## src/rtl/instruction_fetch_unit.sv

```systemverilog
// Purpose: owns the PC, fetches instruction words over a req/ack handshake and strobes them into the IR.
// Latency: a request sampled in HOLD gives LOAD one edge later with zero-wait memory, plus one cycle per memory wait state.
// Backpressure: waits indefinitely for mem_ack; busy stays high until HOLD, and control requests are ignored meanwhile.
module instruction_fetch_unit #(
    parameter int                  PC_WIDTH    = 8,
    parameter int                  INSTR_WIDTH = 16,
    parameter logic [PC_WIDTH-1:0] RESET_PC    = '0
) (
    input  logic                   clk,
    input  logic                   reset,
    output logic                   mem_req,
    output logic [PC_WIDTH-1:0]    mem_addr,
    input  logic                   mem_ack,
    input  logic [INSTR_WIDTH-1:0] mem_rdata,
    output logic [INSTR_WIDTH-1:0] IR,
    output logic                   IL,
    input  logic                   next,
    input  logic                   branch_en,
    input  logic [PC_WIDTH-1:0]    branch_target,
    input  logic                   halt,
    output logic [PC_WIDTH-1:0]    pc,
    output logic                   busy
);

    typedef enum logic [2:0] {
        IDLE   = 3'd0,
        REQ    = 3'd1,
        LOAD   = 3'd2,
        HOLD   = 3'd3,
        HALTED = 3'd4
    } state_t;

    // Increment constant sized to the PC so the wrap at 2^PC_WIDTH is implicit.
    localparam logic [PC_WIDTH-1:0] PC_ONE = {{(PC_WIDTH-1){1'b0}}, 1'b1};

    state_t                   state_q;
    state_t                   state_nxt;
    logic [PC_WIDTH-1:0]      pc_q;
    logic [PC_WIDTH-1:0]      pc_nxt;
    logic [INSTR_WIDTH-1:0]   ir_q;
    logic [INSTR_WIDTH-1:0]   ir_nxt;

    // State, PC and IR registers; reset discards any in-flight word.
    always_ff @(posedge clk) begin
        if (reset) begin
            state_q <= IDLE;
            pc_q    <= RESET_PC;
            ir_q    <= '0;
        end else begin
            state_q <= state_nxt;
            pc_q    <= pc_nxt;
            ir_q    <= ir_nxt;
        end
    end

    // Next-state logic: IR and PC only move on the REQ ack edge or a HOLD branch.
    always_comb begin
        state_nxt = state_q;
        pc_nxt    = pc_q;
        ir_nxt    = ir_q;
        case (state_q)
            IDLE: begin
                state_nxt = REQ;
            end
            REQ: begin
                if (mem_ack) begin
                    ir_nxt    = mem_rdata;
                    pc_nxt    = pc_q + PC_ONE;
                    state_nxt = LOAD;
                end
            end
            LOAD: begin
                state_nxt = HOLD;
            end
            HOLD: begin
                // halt beats branch beats sequential fetch
                if (halt) begin
                    state_nxt = HALTED;
                end else if (branch_en) begin
                    pc_nxt    = branch_target;
                    state_nxt = REQ;
                end else if (next) begin
                    state_nxt = REQ;
                end
            end
            HALTED: begin
                state_nxt = HALTED;
            end
            default: begin
                state_nxt = IDLE;
            end
        endcase
    end

    // Handshake and strobe outputs decode straight from the registered state, so they are glitch-free.
    assign mem_req  = (state_q == REQ);
    assign IL       = (state_q == LOAD);
    assign busy     = (state_q == IDLE) || (state_q == REQ) || (state_q == LOAD);
    assign mem_addr = pc_q;
    assign pc       = pc_q;
    assign IR       = ir_q;

endmodule

```

## config.mk

```make
export PLATFORM = sky130hd
export DESIGN_NAME = instruction_fetch_unit
export DESIGN_NICKNAME = d
export VERILOG_FILES = /design/src/rtl/instruction_fetch_unit.sv
export SDC_FILE = /design/constraint.sdc
export NUM_CORES = 1
export LEC_CHECK = 0
export CAP_MARGIN = 20
export CORE_UTILIZATION = 49
export DETAILED_ROUTE_END_ITERATION = 7
export DONT_BUFFER_PORTS = 1
export GPL_TIMING_DRIVEN = 0
export PLACE_DENSITY_LB_ADDON = 0.25
export SYNTH_ARGS = -nofsm -noshare
export SYNTH_HDL_FRONTEND = slang
export SYNTH_SLANG_ARGS = --single-unit
```

## constraint.sdc

```tcl
create_clock -name clk -period 2.07 [get_ports clk]
set_input_delay 0.414 -clock clk [delete_from_list [all_inputs] [get_ports clk]]
set_output_delay 0.414 -clock clk [all_outputs]
set_load 0.01 [all_outputs]
```

==> summary.md <==
| Metric | Value |
|---|---|
| Outcome | `complete, no violations` |
| Max clock buf depth | `2` |
| Area share of the largest cell type after synthesis | `about 40%` |
| Area growth from synthesis to layout | `5.01%` |
| Largest net degree at the start of global routing | `17` |
| Type of element launching the critical path | `register` |
| Max-cap violations | `0` |
| Final routed wire length divided by cell count | `around 14 µm` |
| Remaining max-slew budget at the tightest pin | `between 60 and 70%` |
| Unrepaired setup endpoints after global routing | `false` |
| Vias | `1135` |
| Number of buffer and inverter instances along the worst setup path | `1` |
| Sum of overflow across all layers after global routing | `0` |
| Worst Hold Margin | `roughly 190 ps` |
| TritonCTS Buffers | `3` |
| Post-synthesis sequential area ratio | `roughly two fifths` |
| Number of antenna violations at the first check in global routing | `0` |
| CP Max Fanout | `10` |
| Slowest cell delay on critical path | `between 300 and 400 ps` |
| Transition time of the tightest slew-check pin | `around 480 ps` |
| Total nets after synthesis | `approximately 200` |
| Netlist Area Pre-Place | `1350 µm²` |
| Period utilisation layout | `78.4%` |
| Commonest cells after routing, fill and taps aside | `sky130_fd_sc_hd__nand2_1, sky130_fd_sc_hd__dfxtp_1, sky130_fd_sc_hd__a21oi_1` |
| Initial DRT Pass Iterations | `4` |
| Shortest clock period the worst path allows after layout | `about 1600 ps` |
| Number of warnings printed during yosys synthesis | `0` |
| Antenna diode count | `0` |
| Cell Chain, Critical Path | `buf_6, nor3b_1` |
| Final antenna-violating net count | `0` |
| Top cells by area in the synthesized netlist | `sky130_fd_sc_hd__dfxtp_1, sky130_fd_sc_hd__nand2_1, sky130_fd_sc_hd__a21oi_1` |
| Endpoint required time on the critical path | `approximately 1700 ps` |
| GRT Total Usage | `about a fifth` |
| Leakage power summed over all cells | `approximately 0.48 nW` |
| Gpl congestion | `~0.8` |
| Root buffer cell | `sky130_fd_sc_hd__clkbuf_4` |
| Area of the core region | `roughly 2500 µm²` |
| Number of primary I/O pins | `65` |
| Port bufs | `0` |
| Post-Syn Area per Cell | `8.07 µm²` |
| Slew Viols, Final | `0` |
| Cell row count | `18` |
| Die boundary width | `54.4 µm` |
| Clock Pin Slew Worst Setup and Hold Paths | `around 160 ps` |
| Largest delay share family, worst path | `flip-flops` |
| Min-delay worst type | `input pin to register` |
| Effective utilization at floorplan | `about 53%` |
| Final setup violation count | `0` |
| Highest clock frequency the design can meet | `slightly above 0.6 GHz` |
| Die height | `about 54 µm` |
| Library cells used by synthesis | `38` |
| Clock Skew | `approximately 3.2 ps` |
| Post-CTS setup buffers | `0` |
| Layout cell share with drive strength beyond 1 | `between 10% and 20%` |
| TNS Setup | `0 ps` |
| Critical-path cell with the highest stage delay | `sky130_fd_sc_hd__dfxtp_1` |
| DRC violation count after routing | `0` |
| Hold violation total from the final report | `0` |
| Power Dens Cells | `671 nW/µm²` |
| Cell count after synthesis | `between 150 and 200` |
| Global-route wire length before repair | `~4100 µm` |
| Number of global-route vias before repair | `between 900 and 1000` |
| Sinks on Clock Net | `27` |
| Post-detailed-routing wire length | `between 2000 and 3000 µm` |
| Arrival time of the worst setup path | `approximately 1200 ps` |
| Level count of the clock H-tree | `1` |
| Final HPWL DP | `around 2100 µm` |
| Worst-skew pair later-pin latency | `approximately 330 ps` |
| Vias per cell | `5.65` |
| Die area | `2960 µm²` |
| Type of the setup path with the least slack | `register to primary output` |
| Register bit count reported by yosys | `27` |
| Detailed router's first-iteration violation count | `15` |
| Count of cells resized by post-cts repair | `0` |
| Crit end category | `primary output` |
| Worst IR drop on VDD | `0.000413 V` |
| Quantity of hold-fixing buffers added after cts | `0` |
| Number of synthesized flops with an enable pin | `0` |
| Prevailing post-synth register cell | `sky130_fd_sc_hd__dfxtp_1` |
| Count of nets after finishing | `about 200` |
| Library cell with the largest summed area after synthesis | `sky130_fd_sc_hd__dfxtp_1` |
| Most common cell after layout, fill and taps aside | `sky130_fd_sc_hd__nand2_1` |
| FFs w/ async S/R, synth | `0%` |
| TritonCTS clock tree | `built` |
[routing by layer]
layer	wire (µm)	global-route usage, %	up-vias
li1	-	-	568
met1	1330	24.8	525
met2	1300	31.7	40
met3	191	4.17	2
met4	13	6.41	0
met5	0	0	-
[report_power, final]
part           total, mW  internal [mW]  switching [mW]  leakage, nW
sequential         0.572          0.544          0.0287        0.220
combinational      0.136         0.0558          0.0798        0.245
clock              0.242         0.0739           0.168       0.0139
[synthesized netlist by cell type, types with 2 or more instances]
master                     instances
sky130_fd_sc_hd__nand2_1          42
sky130_fd_sc_hd__o21ai_1           3
sky130_fd_sc_hd__buf_6             3
sky130_fd_sc_hd__a21oi_1          26
sky130_fd_sc_hd__nand2b_1          4
sky130_fd_sc_hd__dfxtp_1          27
sky130_fd_sc_hd__a311oi_2          2
sky130_fd_sc_hd__buf_4            11
sky130_fd_sc_hd__nor3b_1           3
sky130_fd_sc_hd__inv_1             4
sky130_fd_sc_hd__o32ai_1           4
sky130_fd_sc_hd__nor3_1            4
sky130_fd_sc_hd__nand3_1           2
sky130_fd_sc_hd__clkbuf_1          2
sky130_fd_sc_hd__nor2_1            7
[path summary, 6_finish.rpt]
kind	startpoint	endpoint	slack (ps)	cells after the start
setup reg to reg	mem_addr[0]	mem_addr[7]	560	4
setup / recovery	state_q[1]	IL	450	2
hold reg to reg	IR[4]	IR[4]	510	2
hold / removal	mem_rdata[6]	IR[6]	190	2
[flip-flops by register name, indices dropped and copies added, names as in the netlist]
signal	cells
IR	16
mem_addr	8
state_q	3
[metrics by stage]
step	cells	utilization [%]	instance area [µm²]	worst slack, ps	total power [mW]
global route	201	55.6	1420	336	0.994
CTS	201	55.6	1420	428	0.953
global placement	197	54.4	1390	617	0.715
detailed placement	197	54.4	1390	587	0.721
floorplan	167	-	1350	744	0.694
finish	201	55.6	1420	447	0.950
[cells by family (layout without fill, tap and decap cells)]
| family | after synthesis | in the layout | share of synthesized area, % |
|---|---|---|---|
| flip-flops | 27 | 27 | 40.1 |
| adder cells (fa/ha/maj) | 1 | 1 | 0.928 |
| AND/OR/NAND/NOR | 75 | 75 | 27.5 |
| buffers and inverters | 21 | 25 | 10.6 |
| AO/OA/AOI/OAI | 43 | 43 | 20.9 |
[cell type report]
class                      count  area [µm²]
sequential                    27         541
multi-input combinational    119         664
buffer                        17         128
tap                           30        37.5
clock buffer                   3        22.5
fill                         251        1130
inverter                       4        15.0
clock inverter                 1        7.51
No activity file was read; power rests on OpenSTA's default activity.
